### config.mk
export PLATFORM = sky130hd
export DESIGN_NAME = ram_arbiter
export DESIGN_NICKNAME = d
export VERILOG_FILES = /design/src/rtl/ram_arb_pkg.sv /design/src/rtl/rr_arb2.sv /design/src/rtl/ram_arbiter.sv
export SDC_FILE = /design/constraint.sdc
export NUM_CORES = 1
export LEC_CHECK = 0
export CORE_ASPECT_RATIO = 1.1
export CORE_MARGIN = 1
export CORE_UTILIZATION = 55
export DETAILED_ROUTE_END_ITERATION = 10
export DONT_BUFFER_PORTS = 1
export PLACE_DENSITY_LB_ADDON = 0.12
export SLEW_MARGIN = 20
export SYNTH_ARGS = -nofsm -noshare
export SYNTH_HDL_FRONTEND = slang
export SYNTH_SLANG_ARGS = --single-unit
export TNS_END_PERCENT = 30
### constraint.sdc
create_clock -name clk -period 3.59 [get_ports clk]
set_input_delay 0.718 -clock clk [delete_from_list [all_inputs] [get_ports clk]]
set_output_delay 0.718 -clock clk [all_outputs]
set_load 0.02 [all_outputs]
### src/rtl/ram_arb_pkg.sv
// Shared types for the two-requester RAM port arbiter.
// Holds the FSM state encoding, default widths and the requester-id type.
package ram_arb_pkg;

  localparam int AW_DEF = 8;
  localparam int DW_DEF = 8;

  typedef enum logic [1:0] {
    IDLE,
    ISSUE,
    RDWAIT
  } state_t;

  typedef logic req_id_t;

endpackage

### src/rtl/rr_arb2.sv
// Two-way round-robin pick, purely combinational (0 cycles).
// No backpressure of its own; the caller only samples it when ready to accept.
module rr_arb2
  import ram_arb_pkg::*;
(
  input  logic [1:0] req,
  input  req_id_t    last,
  output req_id_t    winner,
  output logic       any_req
);

  always_comb begin
    any_req = |req;
    // On a tie the requester not granted last wins; otherwise the lone requester.
    if (req == 2'b11) winner = ~last;
    else              winner = req[1];
  end

endmodule

### src/rtl/ram_arbiter.sv
// Shares one synchronous RAM port between two requesters; read data returns 3 cycles after req.
// Commands are serialised: a req is sampled only in IDLE, so a waiting requester holds req until gnt.
module ram_arbiter
  import ram_arb_pkg::*;
#(
  parameter int AW = AW_DEF,
  parameter int DW = DW_DEF
) (
  input  logic          clk,
  input  logic          rst_n,
  input  logic          req0,
  input  logic          req1,
  input  logic          wr0,
  input  logic          wr1,
  input  logic [AW-1:0] addr0,
  input  logic [AW-1:0] addr1,
  input  logic [DW-1:0] wdata0,
  input  logic [DW-1:0] wdata1,
  output logic          gnt0,
  output logic          gnt1,
  output logic          rvalid0,
  output logic          rvalid1,
  output logic [DW-1:0] rdata0,
  output logic [DW-1:0] rdata1,
  output logic          ram_en,
  output logic          ram_wr,
  output logic [AW-1:0] ram_addr,
  output logic [DW-1:0] ram_wdata,
  input  logic [DW-1:0] ram_rdata
);

  state_t        state;
  req_id_t       last_gnt;
  req_id_t       cur_id;
  logic          cur_wr;
  req_id_t       pick;
  logic          any_req;
  logic          sel_wr;
  logic [AW-1:0] sel_addr;
  logic [DW-1:0] sel_wdata;

  rr_arb2 u_arb (
    .req     ({req1, req0}),
    .last    (last_gnt),
    .winner  (pick),
    .any_req (any_req)
  );

  always_comb begin
    sel_wr    = pick ? wr1    : wr0;
    sel_addr  = pick ? addr1  : addr0;
    sel_wdata = pick ? wdata1 : wdata0;
  end

  // ram_addr/ram_wdata double as the command register and hold between commands.
  always_ff @(posedge clk) begin
    if (!rst_n) begin
      state     <= IDLE;
      last_gnt  <= 1'b1;
      cur_id    <= 1'b0;
      cur_wr    <= 1'b0;
      gnt0      <= 1'b0;
      gnt1      <= 1'b0;
      rvalid0   <= 1'b0;
      rvalid1   <= 1'b0;
      rdata0    <= '0;
      rdata1    <= '0;
      ram_en    <= 1'b0;
      ram_wr    <= 1'b0;
      ram_addr  <= '0;
      ram_wdata <= '0;
    end else begin
      gnt0    <= 1'b0;
      gnt1    <= 1'b0;
      rvalid0 <= 1'b0;
      rvalid1 <= 1'b0;
      ram_en  <= 1'b0;
      ram_wr  <= 1'b0;
      case (state)
        IDLE: begin
          if (any_req) begin
            cur_id    <= pick;
            last_gnt  <= pick;
            cur_wr    <= sel_wr;
            ram_en    <= 1'b1;
            ram_wr    <= sel_wr;
            ram_addr  <= sel_addr;
            ram_wdata <= sel_wdata;
            gnt0      <= ~pick;
            gnt1      <= pick;
            state     <= ISSUE;
          end
        end
        ISSUE: begin
          state <= cur_wr ? IDLE : RDWAIT;
        end
        RDWAIT: begin
          if (cur_id) begin
            rdata1  <= ram_rdata;
            rvalid1 <= 1'b1;
          end else begin
            rdata0  <= ram_rdata;
            rvalid0 <= 1'b1;
          end
          state <= IDLE;
        end
        default: state <= IDLE;
      endcase
    end
  end

endmodule

* Word level (Yosys, flattened, before mapping) *
Cells that the tools add are included.

cells by class
  equal/unequal tests = 4
  bitwise gates (word level) = 3
  multiplexer cells = 10
  reductions and logical operators = 8

operator list
  operator                                              number
  2-to-1 mux 8 bit                                      2
  AND reduction 2 bit                                   5
  2-to-1 mux 1 bit                                      5
  equality test 2 bit (second input constant)           2
  2-to-1 mux 2 bit                                      2
  one-hot mux 2 bit (2 select lines)                    1
  inverter 1 bit                                        3
  AND reduction 3 bit                                   1
  equality test 2 x 1 -> 1 bit (second input constant)  1
  zero test 2 bit                                       1
  inequality test 2 bit (second input constant)         1
  OR reduction 2 bit                                    1

storage, ports and cells
  register bits after elaboration = 43
  logic and storage cells = 39

* Longest topological paths before layout *
Gate-level depths: netlist of the first run.

  word-level depth = 3
  gate-level depth with buffers = 6
  gate-level depth less buffers = 3

* Cells and area by module *
A second synthesis of the first run with hierarchy kept.

unflattened totals
  cells, all modules = 166
  area, all modules = 1669.1 um^2

modules (own cells, without submodules)
  module       times used  area each (um^2)  cells each
  ram_arbiter  1           1655.3            164
  rr_arb2      1           13.8              2

* Worst setup path before layout of the first run *
No wires, ideal clock.

  path type = input-to-reg
  start point = input port req1
  end point = register ram_addr[5]
  stages = 6
  data arrival time = 1.640 ns
  required time = 3.502 ns
  slack = 1.862 ns
  cell sequence = buf_6 > or2_1 > and2_1 > buf_6 > buf_6 > a311oi_2

between the ends
  word-level cells in the longest chain between the ends = 3

RTL lines
  element               RTL line           RTL
  start, declared       ram_arbiter.sv:12  input logic req1,
  equality test 2 bit   rr_arb2.sv:15      if (req == 2'b11) winner = ~last;
  2-to-1 mux 1 bit      rr_arb2.sv:15
  2-to-1 mux 8 bit      ram_arbiter.sv:51  sel_addr = pick ? addr1 : addr0;
  end signal, assigned  ram_arbiter.sv:87  ram_addr <= sel_addr;
  end, declared         ram_arbiter.sv:27  output logic [AW-1:0] ram_addr,

Parallel ways exist; a longest one is shown, timed or not.
A chain may end at the register's enable or synchronous reset.

* Worst setup path after layout of the first run *
  start point = input port req1
  end point = register ram_wdata[2]

between the ends
  word-level cells in the longest chain between the ends = 3

RTL lines
  element               RTL line           RTL
  equality test 2 bit   rr_arb2.sv:15
  2-to-1 mux 1 bit      rr_arb2.sv:15
  2-to-1 mux 8 bit      ram_arbiter.sv:52  sel_wdata = pick ? wdata1 : wdata0;
  end signal, assigned  ram_arbiter.sv:88  ram_wdata <= sel_wdata;
  end, declared         ram_arbiter.sv:28  output logic [DW-1:0] ram_wdata,

Parallel ways exist; a longest one is shown, timed or not.

==> flow_summary_export.csv, run 1 <==
group,metric,value,unit
outcome,status,"completed",
worst_setup_path,crit_type,"in2reg",
sta,hold_violations,0,
place,dp_cells,200,
grt,grt_pass1_wl,5.064,mm
worst_setup_path,startpoint_type,"input port",
cells_and_area,nNetsFinal,219,
yosys,syn_area_per_cell,9.669,um^2
sta,worstMarginPinSlew,0.8735,ns
yosys,synth_edf_count,0,
yosys,synthCells,180,
yosys,syn_nets,226,
cts,clk_pin_slew,0.11,ns
floorplanning,core,3022,um^2
place,hpwl,2.345,mm
drt,via_per_inst,6.155,
sta,slew_headroom,41.51,%
cts,cts_setup_buffers,0,
drt,first_pass_iters,4,
grt,antenna_found_initial,0,
min_path,hold_path_class,"reg2reg",
sta,final.min_clock_period,2.017,ns
sta,postLayoutSetupSlackWorst,1.573,ns
sta,hold_ws,0.4250,ns
cts,cts_sinks,43,
drt,drcViolationCount,0,
drt,first_iter_violations,29,
pwr,switching_share,27.62,%
cts,h-tree-depth,2,
yosys,ys_top_cells_by_count,"dfxtp_1, a21oi_1, nand2_1, nor2_1",
yosys,yosysWarnings,0,
yosys,yosysMostFrequentCell,"dfxtp_1",
floorplanning,rows,21,
yosys,netlist_area,1740,um^2
pwr,power,0.0009709,W
grt,grt_max_degree,23,
floorplanning,die_h,61,um
sta,fin_setup_tns,0,ns
sta,finalSetupViolations,0,
cells_and_area,multiInputGateArea,785.8,um^2
cells_and_area,syn_to_final_growth,2.444,%
cells_and_area,regArea,860.8,um^2
grt,grt-ovfl-total,0,
cells_and_area,layout.cells.non_filler,207,
floorplanning,ios,84,
place,dpl_worst_slack,1.222,ns
drt,vias,1274,
grt,grt_pass1_vias,1115,
worst_setup_path,cp.required,3.77,ns
place,gp_congestion,0.6596,
cells_and_area,n_antenna_cell,0,
pwr,vdd_ir_drop_max,334.3,uV
sta,rsz0062_at_grt,"false",
place,io_buffer_count,0,
yosys,async_flop_share,0,%
yosys,ys_seq_area_share,49.46,%
pwr,clkPwrFrac,29.1,%
pwr,leakage,0.7120,nW
sta,fmax,0.4959,GHz
sta,post-route-period-util,56.17,%
floorplanning,floorplan.initialDensity,57.60,%
cts,cts_root_buf,"clkbuf_4",
grt,grt_usage,19.86,%
drt,drt-total-wl,3.352,mm
cts,clk_latency,0.35,ns
yosys,ys_ff_latch,43,
yosys,synth_flop_cell,"dfxtp_1",
flow_run,maxCapViolations,0,
drt,ant_nets,0,
worst_setup_path,critPathLaunch,"req1",
worst_setup_path,critical_path_arrival,2.20,ns
cells_and_area,layout-drive-gt1-share,10.98,%
pwr,intPower,0.0007027,W
pwr,cellPowerDensity,544.5,nW/um^2
pwr,pwr-share-comb,12.2,%
min_path,min_from,"cur_wr",
worst_setup_path,path_max_fanout,21,
yosys,synth.top_cell.area_share,49.46,%
yosys,synthDistinctLibCells,25,
drt,wire_per_inst,16.19,um
cts,cts_made_buffers,5,
cts,max-clock-path-buffers,2,
yosys,yosys.area.top_type,"dfxtp_1",
pwr,seq_power_share,58.7,%
sta,finClkSkew,0.01468,ns
yosys,netlist_top_cells_area,"dfxtp_1, mux2i_1, a311oi_2",
worst_setup_path,r2r-start,"state[0]",
pwr,p_sw,0.0002682,W
cts,tritoncts,"done",
sta,drv_slew,0,
worst_setup_path,end_kind,"flop",
cells_and_area,nFillCells,287,
floorplanning,die_area,3394,um^2
cts,hold_buffers,0,
floorplanning,chipWidth,55.64,um
cts,cts_resized,0,
==> through the flow <==
stage | util [%] | instance area [um^2]
2_1_floorplan | - | 1740
3_3_place_gp | 56.65 | 1712
3_5_place_dp | 56.65 | 1712
4_1_cts | 59.01 | 1783
5_1_grt | 59.01 | 1783
6_report | 59.01 | 1783
==> kinds of logic after synthesis <==
group	Yosys count	synth area share (%)
flip-flops	43	49.46
AO/OA/AOI/OAI	38	18.40
multiplexers	17	9.777
buffers and inverters	18	5.679
AND/OR/NAND/NOR	64	16.68
==> sequential cells by signal, summed over array words and instances (netlist names) <==
signal,count
gnt1,1
ram_wr,1
cur_wr,1
rvalid0,1
last_gnt,1
ram_en,1
rdata1,8
rdata0,8
rvalid1,1
state,2
gnt0,1
ram_wdata,8
ram_addr,8
cur_id,1
==> power by group through the flow <==
stage	Clock (W)	Sequential, W	Combinational [W]
3_5_place_dp	0	0.000581	0.000119
6_report	0.000282	0.000570	0.000118
3_3_place_gp	0	0.000582	0.000113
2_1_floorplan	0	0.000575	0.000112
5_1_grt	0.000306	0.000574	0.000132
4_1_cts	0.000289	0.000571	0.000120
==> placed cells by master, fill, tap and decap left out, drive strengths merged <==
cell	instances
and3	2
bufinv	1
a21oi	18
a211oi	1
nand3b	1
nor3b	1
nand2	18
clkinv	1
clkbuf	6
nor3	1
mux2i	17
nor2b	2
nor2	18
inv	1
or2	1
and2	3
a21bo	2
o211ai	1
dfxtp	43
a311oi	16
buf	2
nand3	17
==> routing by layer <==
metal | track usage (%) | vias to the layer above | part of all wire, %
met5 | 0 | - | 0
met3 | 6.823 | 7 | 8.2
met1 | 20.13 | 587 | 40
met2 | 36.32 | 55 | 50
li1 | - | 625 | -
met4 | 11.79 | 0 | 2.0
==> critical path, stage by stage <==
cell and delay [ns]:
or2_1 0.50, and2_1 0.77, a311oi_2 0.20
==> area by class of cell <==
| class | instances | share of cell area, % |
|---|---|---|
| multi-input cells | 119 | 44.07 |
| clock inverters | 1 | 1.684 |
| well taps | 34 | 2.386 |
| flip-flops and latches | 43 | 48.28 |
| inverters | 2 | 0.4211 |
| repair buffers | 2 | 0.8421 |
| clock buffers | 6 | 2.316 |
==> final timing paths <==
check	to	slack (ns)	depth (start not counted)
max reg2reg	ram_wdata[2]	1.80	4
min	state[1]	0.42	1
max	ram_wdata[2]	1.57	3
min reg2reg	state[1]	0.42	1
No activity file was read; power rests on OpenSTA's default activity.
==> inputs of run 2 (changes only) <==
==> constraint.sdc (replaced) <==
create_clock -name clk -period 1.6 [get_ports clk]
set_input_delay 0.32 -clock clk [delete_from_list [all_inputs] [get_ports clk]]
set_output_delay 0.32 -clock clk [all_outputs]
set_load 0.02 [all_outputs]
==> run 2 against run 1 <==
- sequential share of layout area fell by 1.4 points
- worst hold slack got worse by 0.34 ns
- sequential power rose by 120%
- critical endpoint is now ram_addr[0]
- die area did not move
- global-route usage rose by 0.29 points
- combinational power rose by 140%
- total power rose by 130%
- routed wire length rose by 3.9%
==> flow_summary_export.csv, run 2 (synthesized netlist as in run 1, its figures left out) <==
group,metric,value,unit
outcome,status,"completed",
floorplanning,die_area,3394,um^2
drt,via_per_inst,6.108,
sta,hold_violations,0,
drt,first_iter_violations,34,
pwr,cellPowerDensity,1227,nW/um^2
min_path,hold_path_class,"in2reg",
grt,grt_pass1_vias,1181,
drt,vias,1301,
floorplanning,core,3022,um^2
worst_setup_path,end_kind,"flop",
cells_and_area,most-common-layout-cells,"dfxtp_1, nand2_1, nor2_1, a21oi_1",
place,io_buffer_count,0,
drt,first_pass_iters,4,
min_path,hold_end,"last_gnt",
sta,worstMarginPinSlew,0.5844,ns
drt,wire_per_inst,16.35,um
worst_setup_path,critical_path_arrival,1.57,ns
worst_setup_path,cp.required,1.83,ns
cells_and_area,stdcell_area,1836,um^2
floorplanning,die_h,61,um
sta,fmax,0.7462,GHz
sta,finalSetupViolations,0,
worst_setup_path,path_max_fanout,17,
drt,wl_met2,1.765,mm
floorplanning,ios,84,
pwr,leakage,0.7462,nW
cells_and_area,final_common_cell,"dfxtp_1",
cells_and_area,layout.cells.non_filler,213,
drt,ant_nets,0,
cts,h-tree-depth,2,
cells_and_area,nFillCells,296,
min_path,min_from,"rst_n",
floorplanning,chipWidth,55.64,um
cells_and_area,nNetsFinal,224,
place,dp_cells,205,
drt,maxUsedRoutingLayer,"met3",
drt,drcViolationCount,0,
grt,grt_pass1_wl,5.313,mm
place,dpl_worst_slack,0.2267,ns
grt,grt_max_degree,22,
cts,clk_pin_slew,0.11,ns
min_path,hold-path-cell-count,1,
cts,clk_latency,0.33,ns
cells_and_area,syn_to_final_growth,5.464,%
cts,max-clock-path-buffers,2,
sta,slew_headroom,60.92,%
sta,fin_setup_tns,0,ns
cts,cts_resized,0,
cts,cts_sinks,43,
drt,drt-total-wl,3.483,mm
cells_and_area,n_antenna_cell,0,
worst_setup_path,r2r_slack,0.26,ns
sta,postLayoutSetupSlackWorst,0.2599,ns
sta,final.min_clock_period,1.340,ns
cts,hold_buffers,0,
floorplanning,floorplan.initialDensity,57.60,%
worst_setup_path,startpoint_type,"flop",
cells_and_area,regArea,860.8,um^2
pwr,vdd_ir_drop_max,865.7,uV
sta,post-route-period-util,83.75,%
place,placed_area,1749,um^2
cells_and_area,utilization,60.75,%
worst_setup_path,crit_type,"reg2reg",
grt,grt_usage,20.15,%
drt,wirelength_met1,1.443,mm
sta,drv_slew,0,
place,hpwl,2.527,mm
flow_run,maxCapViolations,0,
drt,route.met3.wl,274,um
cells_and_area,multiInputGateArea,785.8,um^2
cts,cts_root_buf,"clkbuf_4",
worst_setup_path,r2r-end,"ram_addr[0]",
cts,tritoncts,"done",
cells_and_area,layout-drive-gt1-share,14.53,%
place,gp_congestion,0.6430,
worst_setup_path,worstRegToRegCells,3,
worst_setup_path,r2r-start,"last_gnt",
grt,grt-ovfl-total,0,
floorplanning,rows,21,
sta,rsz0062_at_grt,"false",
cts,cts_made_buffers,5,
grt,antenna_found_initial,0,
cts,cts_setup_buffers,0,
sta,finClkSkew,0.001487,ns
-- run 2: worst max path at each step --
stage	startpoint	to	slack, ns
floorplan	req1	ram_addr[5]	0.27
global placement	req0	ram_wdata[0]	0.27
detailed placement	req0	ram_wdata[1]	0.23
CTS	last_gnt	ram_addr[0]	0.25
global route	last_gnt	ram_wdata[4]	0.16
finish	last_gnt	ram_addr[0]	0.26
-- run 2: final cells by class --
type                    count  share of cell area, %
flip-flops and latches     43                  46.90
multi-input cells         119                  42.81
repair buffers              7                  2.863
clock buffers               6                  2.795
well taps                  34                  2.318
clock inverters             2                  1.909
inverters                   2                 0.4090
-- run 2: metrics by stage --
step,hold slack [ns],total power (W)
after global routing,0.05708,0.002370
after floorplan,0.3981,0.001540
after detailed placement,0.4314,0.001590
after CTS,0.06835,0.002280
final,0.08451,0.002252
after global placement,0.4103,0.001575
-- run 2: worst max-delay path, cell delays in order (launching register included) --
cell	delay, ns
dfxtp_1	0.35
nand2_1	0.43
nand3_1	0.14
a311oi_1	0.33
-- run 2: where the power goes --
part | leakage [nW] | internal, W | switching [W] | total, W
Clock | 0.0482 | 0.000369 | 0.000319 | 0.000689
Sequential | 0.353 | 0.00115 | 0.000132 | 0.00128
Combinational | 0.345 | 0.000119 | 0.000163 | 0.000282
Total | 0.746 | 0.00164 | 0.000615 | 0.00225
-- run 2: metal layers --
layer  vias to the layer above  GRT usage, %
li1                        635             -
met1                       615         22.15
met2                        51         37.18
met4                         0         5.357
met5                         -             0
met3                         0         7.676
==> inputs of run 3 (changes only) <==
==> constraint.sdc (replaced) <==
create_clock -name clk -period 1.3 [get_ports clk]
set_input_delay 0.26 -clock clk [delete_from_list [all_inputs] [get_ports clk]]
set_output_delay 0.26 -clock clk [all_outputs]
set_load 0.02 [all_outputs]
==> run 3 against run 2 <==
- clock-buffer cell count up 2
- cell area grew 4.0%
- worst hold slack got worse by 0.081 ns
- critical path depth grew 1
- highest routed layer is now met4
- routed wire length increased by 8.3%
- combinational power is 46% higher
- die area is the same
- sequential power up 23%
==> flow_summary_export.csv, run 3 (synthesized netlist as in run 1, its figures left out) <==
group,metric,value,unit
cells_and_area,n_antenna_cell,0,
sta,final.min_clock_period,1.189,ns
min_path,hold_path_class,"in2reg",
worst_setup_path,crit_buf_inv,1,
cells_and_area,regArea,860.8,um^2
flow_run,maxCapViolations,0,
worst_setup_path,critPathLaunch,"state[1]",
cells_and_area,most-common-layout-cells,"dfxtp_1, nand2_1, a21oi_1",
worst_setup_path,slowest_delay,0.40,ns
cts,cts_root_buf,"clkbuf_4",
place,io_buffer_count,0,
drt,ant_nets,0,
cts,max-clock-path-buffers,2,
grt,grt-ovfl-total,0,
cells_and_area,syn_to_final_growth,9.705,%
cells_and_area,final_common_cell,"dfxtp_1",
place,gp_congestion,0.6479,
sta,fin_setup_tns,0,ns
sta,fmax,0.8412,GHz
sta,finalSetupViolations,0,
floorplanning,die_area,3394,um^2
worst_setup_path,critical_path_arrival,1.43,ns
worst_setup_path,worstRegToRegCells,4,
floorplanning,ios,84,
drt,vias,1360,
sta,post-route-period-util,91.45,%
worst_setup_path,cp.required,1.54,ns
cts,cts_setup_buffers,0,
floorplanning,chipWidth,55.64,um
drt,first_iter_violations,49,
sta,drv_slew,0,
cts,clk_pin_slew,0.12,ns
cts,hold_buffers,0,
drt,first_pass_iters,4,
grt,grt_pass1_wl,5.789,mm
grt,grt_max_degree,21,
worst_setup_path,critPathSlowestCell,"dfxtp_1",
drt,drcViolationCount,0,
cts,clk_latency,0.35,ns
floorplanning,core,3022,um^2
grt,grt_usage,22.46,%
worst_setup_path,end_kind,"flop",
cts,cts_made_buffers,5,
sta,worstMarginPinSlew,0.2423,ns
floorplanning,floorplan.initialDensity,57.60,%
drt,via_per_inst,6.210,
pwr,leakage,0.7818,nW
cells_and_area,nNetsFinal,230,
grt,antenna_found_initial,0,
pwr,cellPowerDensity,1414,nW/um^2
cts,h-tree-depth,2,
outcome,status,"completed",
sta,rsz0062_at_grt,"false",
cells_and_area,nFillCells,259,
cts,cts_sinks,43,
worst_setup_path,cp_top_family,"flip-flops",
cells_and_area,multiInputGateArea,794.5,um^2
worst_setup_path,crit_type,"reg2reg",
worst_setup_path,r2r_slack,0.11,ns
grt,grt_pass1_vias,1306,
cells_and_area,layout-drive-gt1-share,17.30,%
worst_setup_path,endpoint,"rdata0[4]",
worst_setup_path,r2r-end,"rdata0[4]",
pwr,power,0.002700,W
pwr,vdd_ir_drop_max,861.6,uV
sta,finClkSkew,0.01041,ns
worst_setup_path,startpoint_type,"flop",
worst_setup_path,path_max_fanout,9,
worst_setup_path,cp_num_cells,4,
place,hpwl,2.800,mm
sta,slew_headroom,83.39,%
worst_setup_path,crit_chain,"nor3b_2 -> buf_4 -> mux2i_1 -> nor2_1",
floorplanning,die_h,61,um
drt,wire_per_inst,17.22,um
floorplanning,rows,21,
drt,drt-total-wl,3.772,mm
cts,tritoncts,"done",
sta,hold_violations,0,
worst_setup_path,r2r-start,"state[1]",
run 3: how the worst min path moves through the flow:
stage | from | to | slack, ns | cells after the start
after global placement | rst_n | last_gnt | 0.36 | 1
after CTS | rst_n | last_gnt | 0.0002 | 1
after global routing | rst_n | last_gnt | 0.003 | 1
final | rst_n | last_gnt | 0.004 | 1
after detailed placement | rst_n | last_gnt | 0.37 | 1
after floorplan | rst_n | last_gnt | 0.35 | 1
run 3: area by class of cell:
class,instances,share of cell area [%]
clock buffers,8,3.604
inverters,2,0.3932
multi-input cells,119,41.61
flip-flops and latches,43,45.09
well taps,34,2.228
repair buffers,13,7.077
run 3: layer usage:
metal / vias to the layer above / track usage (%) / wire length [um]
li1: 649 / - / -
met1: 639 / 22.12 / 1316
met2: 67 / 45.27 / 2094
met3: 5 / 7.036 / 316
met4: 0 / 7.500 / 44
met5: - / 0 / 0
run 3: worst register-to-register path, delay by kind of cell, from the launching register on:
| family | cells | cell delay (ns) |
|---|---|---|
| buffers and inverters | 1 | 0.22 |
| AND/OR/NAND/NOR | 2 | 0.24 |
| multiplexers | 1 | 0.23 |
| flip-flops | 1 | 0.40 |
run 3: report_power, final:
group | switching [W] | total, W | internal [W]
sequential | 0.000160 | 0.00157 | 0.00141
combinational | 0.000220 | 0.000412 | 0.000191
clock | 0.000396 | 0.000714 | 0.000318
total | 0.000776 | 0.00270 | 0.00192
run 3: metrics by stage:
stage	utilization (%)	hold slack [ns]	cells	setup WS [ns]	instance area (um^2)
detailed placement	60.62	0.3705	211	0.05224	1832
global route	63.19	0.002935	219	0.003783	1909
floorplan	-	0.3489	180	0.02955	1740
global placement	60.62	0.3594	211	0.1206	1832
finish	63.19	0.003894	219	0.1112	1909
CTS	62.90	0.0002249	219	0.08211	1901
run 3: timing repair:
item,CTS,global route
setup endpoints to repair,0,4
endpoints found under the hold margin,0,0
resized for setup,0,2
